File: src/rtl/register_file.sv
// register_file: 8 x 8-bit general-purpose register file for the 8-bit datapath.
// Two combinational read ports and one synchronous write port. There is no
// write enable, so WriteReg is written on every rising clock edge unless reset
// is asserted.
// Reset is synchronous and active-low. It clears every register and takes
// priority over the write on the same edge.
// Optional feature: define REGFILE_BYPASS_EN to forward WriteData to a read
// port in the same cycle when that port addresses WriteReg and reset is
// deasserted. Without the macro, reads return the stored value, so a
// same-cycle read of WriteReg sees the old contents until the edge.
module register_file #(
  parameter int DATA_W = 8,
  parameter int ADDR_W = 3
) (
  input  logic              clk,
  input  logic              rst,
  input  logic [ADDR_W-1:0] ReadReg1,
  input  logic [ADDR_W-1:0] ReadReg2,
  input  logic [ADDR_W-1:0] WriteReg,
  input  logic [DATA_W-1:0] WriteData,
  output logic [DATA_W-1:0] ReadData1,
  output logic [DATA_W-1:0] ReadData2
);

  // Derived from the address width; the address exactly covers the array.
  localparam int DEPTH = 2 ** ADDR_W;

  // Register 0 is an ordinary writable register, not a hardwired zero.
  logic [DATA_W-1:0] regs [DEPTH];

  // Raw array reads, before any forwarding is applied.
  logic [DATA_W-1:0] arrayData1;
  logic [DATA_W-1:0] arrayData2;

  // Storage update: a synchronous clear wins over the unconditional write.
  always_ff @(posedge clk) begin
    if (!rst) begin
      for (int i = 0; i < DEPTH; i++) begin
        regs[i] <= '0;
      end
    end else begin
      regs[WriteReg] <= WriteData;
    end
  end

  // Zero-latency array lookup for both independent read ports.
  always_comb begin
    arrayData1 = regs[ReadReg1];
    arrayData2 = regs[ReadReg2];
  end

`ifdef REGFILE_BYPASS_EN
  // Write-through forwarding, decided separately for each port; it is
  // suppressed during reset because that edge performs no write.
  logic hit1;
  logic hit2;

  always_comb begin
    hit1      = rst && (ReadReg1 == WriteReg);
    hit2      = rst && (ReadReg2 == WriteReg);
    ReadData1 = hit1 ? WriteData : arrayData1;
    ReadData2 = hit2 ? WriteData : arrayData2;
  end
`else
  // Pure array read: a same-cycle read of WriteReg sees the old value
  // until the edge and the new value after it.
  always_comb begin
    ReadData1 = arrayData1;
    ReadData2 = arrayData2;
  end
`endif

endmodule

File: config.mk
export PLATFORM = sky130hd
export DESIGN_NAME = register_file
export DESIGN_NICKNAME = d
export VERILOG_FILES = /design/src/rtl/register_file.sv
export SDC_FILE = /design/constraint.sdc
export NUM_CORES = 1
export LEC_CHECK = 0
export ABC_CLOCK_PERIOD_IN_PS = 4400
export CORE_AREA = 2 2 105 107
export CTS_CLUSTER_SIZE = 8
export DETAILED_ROUTE_END_ITERATION = 7
export DIE_AREA = 0 0 107 109
export PLACE_DENSITY_LB_ADDON = 0.1
export SKIP_LAST_GASP = 1
export SLEW_MARGIN = 5
export SYNTH_ARGS = -nofsm -noshare
export SYNTH_HDL_FRONTEND = slang
export SYNTH_SLANG_ARGS = --single-unit
File: constraint.sdc
create_clock -name clk -period 4.4 [get_ports clk]
set_input_delay 0.66 -clock clk [delete_from_list [all_inputs] [get_ports clk]]
set_output_delay 0.66 -clock clk [all_outputs]
set_load 0.1 [all_outputs]
Word level (Yosys, flattened, before mapping)
Memory sizes are Yosys's and may differ from the RTL's.
Cells that the tools add are included.
{"block": "totals", "reg_bits": 0, "mem_bits_rw": 64, "inputBits": 19, "output_inout_bits": 16, "elab_cells": 7, "n_memories": 1}
{"name": "regs", "depth": 8, "width": 8, "rd": 2, "rd_clocked_by_memory_dff": 0, "write_ports": 8, "line_no": "29", "source": "logic [DATA_W-1:0] regs [DEPTH];"}
{"block": "op_classes", "n_mux": 5, "reduce_logical": 1}
{"operator": "two-way mux 8 bit", "n": 1}
{"operator": "OR reduction 8 bit", "n": 1}
{"operator": "two-way mux 1 bit", "n": 3}
{"operator": "two-way mux 3 bit", "n": 1}

Longest topological paths before layout
{"block": "logic_depth", "depth_word": 3, "ltp_mapped": 4}

Worst setup path after synthesis
No wires, ideal clock.
{"block": "synth_path", "kind": "input-to-output", "start": "in ReadReg1[0]", "end": "out ReadData1[0]", "arrival_time_ps": 1917, "slack_ps": 1823, "path_stages": 4, "path_cell_list": "buf_6 -> buf_12 -> mux4_1 -> mux2_2"}
{"block": "synth_between", "elab_chain_len": 1}
{"item": "from (decl)", "line_no": "17", "source": "input logic [ADDR_W-1:0] ReadReg1,"}
{"item": "memory (8 x 8 bit)"}
{"item": "to (decl)", "line_no": "21", "source": "output logic [DATA_W-1:0] ReadData1,"}
Every way passes these cells.

Worst setup path in the final report
{"block": "layout_path", "start": "in ReadReg1[2]", "end": "out ReadData1[2]"}
Same word-level chain as after synthesis.

==> impl_metrics.json <==
{
  "outcome": "finished, final reports clean",
  "vias": 2021,
  "cts_sinks": 64,
  "core-area_um2": 10600,
  "drc": 0,
  "setup_viol": 0,
  "finalWorstSetupSlack_ps": 1104,
  "grt_pass1_vias": 2166,
  "wirelength_um": 8834,
  "ys_types": 18,
  "tightest_slew_ps": 889.9,
  "p_int_uw": 1156,
  "initial_utilization": 0.3392,
  "fin_cells": 395,
  "cp_num_buf_inv": 2,
  "use_met1": 0.2111,
  "crit_fanout": 16,
  "largest_reg_flops": 64,
  "startpoint_type": "input pin",
  "syn_to_final_growth_pct": 18.20,
  "clkTransAtPathRegs_ps": 60,
  "finalMaxSlewViolations": 0,
  "synth_area_leader_cell": "edfxtp_1",
  "tritoncts": "yes",
  "grt_use_total": 0.1644,
  "synth_enable_flop_cells": 64,
  "grt_pass1_wl_um": 13180,
  "layout.nets": 270,
  "use_met3": 0.02809,
  "rows": 38,
  "hold_class": "input pin to flip-flop",
  "p_sw_frac": 0.2995,
  "hold_buffers": 0,
  "io_pins": 35,
  "crit_arrival_ps": 2640,
  "ys.flop_type": "edfxtp_1",
  "dpl_worst_slack_ps": 1056,
  "max_cap_violations": 0,
  "p_switching_uw": 494.2,
  "die_area_um2": 11660,
  "crit_chain": "clkdlybuf4s50_1 > mux4_1 > mux2_2 > buf_4",
  "route.detailed.wl_per_inst_um": 22.36,
  "routed_via_density": 5.116,
  "crit_type": "input pin to output pin",
  "p_clk_frac": 0.321,
  "min_path_cells": 2,
  "antenna_cells": 0,
  "ctsHtreeMaxLevel": 3,
  "end_kind": "output pin",
  "synth_nets": 229,
  "firstDrtPassIters": 4,
  "clock-root-buffer": "clkbuf_8",
  "clockBufferDepth": 2,
  "p_comb_frac": 0.232,
  "place_congestion": 0.7475,
  "finalCritPeriodShare": 0.7491,
  "syn_inst": 210,
  "leakage_uw": 0.001592,
  "worstPathRequired_ps": 3740,
  "max_stage_delay_ps": 1000,
  "synth_top_area_share": 0.5344,
  "cts_buffers": 9,
  "dp_hpwl_um": 5936,
  "postCtsSetupBuffers": 0,
  "power_density_nw_per_um2": 388.2,
  "port_buffers": 34,
  "holdPathEnd": "regs[6][4]",
  "yosys_warnings": 0,
  "peakVddDrop_uv": 195.5,
  "synth.avg_cell_area_um2": 17.12,
  "whs_ps": 1163,
  "tns_ps": 0,
  "use_met2": 0.2730,
  "dp.cells": 380,
  "grt_max_degree": 17,
  "dieHeight_um": 109,
  "relSlewSlack": 0.4017,
  "die_x_um": 107,
  "p_seq_frac": 0.447,
  "cpMaxStageDelayCell": "clkdlybuf4s50_1",
  "cts_resized": 0,
  "finalHoldViolCount": 0,
  "synth_area_um2": 3596,
  "ant_nets": 0,
  "final_util": 0.4009,
  "regMostFlops": "regs",
  "antenna_found_initial": 0,
  "period_needed_ps": 3296,
  "async_flop_share": 0,
  "drive_gt1_frac": 0.2275,
  "clock.fmax_ghz": 0.3034,
  "globalRoute.totalOverflow": 0,
  "rsz0062_at_grt": "no",
  "min_from": "WriteData[4]",
  "ys_seq_elements": 64,
  "top_regs": "regs: 64 flops",
  "grt-busiest-layer": "met2",
  "yosysSeqAreaShare": 0.5344,
  "synthTopCellsByArea": "edfxtp_1, mux4_1, and2_1",
  "drt-initial-drc-count": 63,
  "layout_common_cells": "and2_1, edfxtp_1, mux4_1",
  "critical_path.top_delay_family": "buffers and inverters"
}
==> cells in the mapped netlist, types with 2 or more instances <==
cell type	instances
and4bb_2	3
and2_1	64
nand2b_1	2
o31ai_1	2
mux2_2	16
and4b_1	3
o21ai_0	6
mux4_1	32
buf_1	2
clkbuf_1	6
edfxtp_1	64
buf_2	2
buf_12	2
buf_6	2
==> layer usage <==
layer  part of all wire  up-vias
met1               0.43     1012
met4              0.022        0
met5                  0        -
li1                   -      939
met3              0.044       14
met2               0.51       56
==> area by class of cell <==
type / instances / area, um^2
sequential: 64 / 1922
clock buffer: 10 / 127.6
timing repair buffer: 44 / 375.4
tap: 140 / 175.2
inverter: 1 / 3.754
multi-input combinational: 131 / 1574
clock inverter: 5 / 72.57
fill: 967 / 6352
==> per-stage QoR <==
step                cell area (um^2)  power [uW]
finish                          4250        1650
CTS                             4250        1668
detailed placement              4050        1139
global placement                4050        1137
floorplan                       3596        1031
global route                    4250        1705
==> cells by family (layout without fill, tap and decap cells) <==
| family | count (synthesis) | after routing | share of synthesized area |
|---|---|---|---|
| DFF | 64 | 64 | 0.5344 |
| AOI/OAI and AO/OA | 8 | 8 | 0.01253 |
| buffers and inverters | 15 | 60 | 0.02957 |
| and+or+nand+nor | 75 | 75 | 0.1395 |
| muxes | 48 | 48 | 0.2839 |
==> worst max path at each step <==
stage	start	depth (start not counted)	endpoint
CTS	ReadReg2[2]	4	ReadData2[2]
floorplan	ReadReg1[0]	4	ReadData1[0]
global placement	ReadReg1[2]	4	ReadData1[2]
global route	ReadReg1[2]	4	ReadData1[2]
finish	ReadReg1[2]	4	ReadData1[2]
detailed placement	ReadReg2[2]	4	ReadData2[2]
==> power by group through the flow <==
stage | Clock, uW | Combinational (uW) | Sequential, uW
after floorplan | 0 | 290 | 741
after global placement | 0 | 387 | 750
after detailed placement | 0 | 387 | 752
after CTS | 542 | 388 | 738
after global routing | 561 | 401 | 744
final | 530 | 383 | 737
Note: power is estimated with default switching activity, not from simulation.
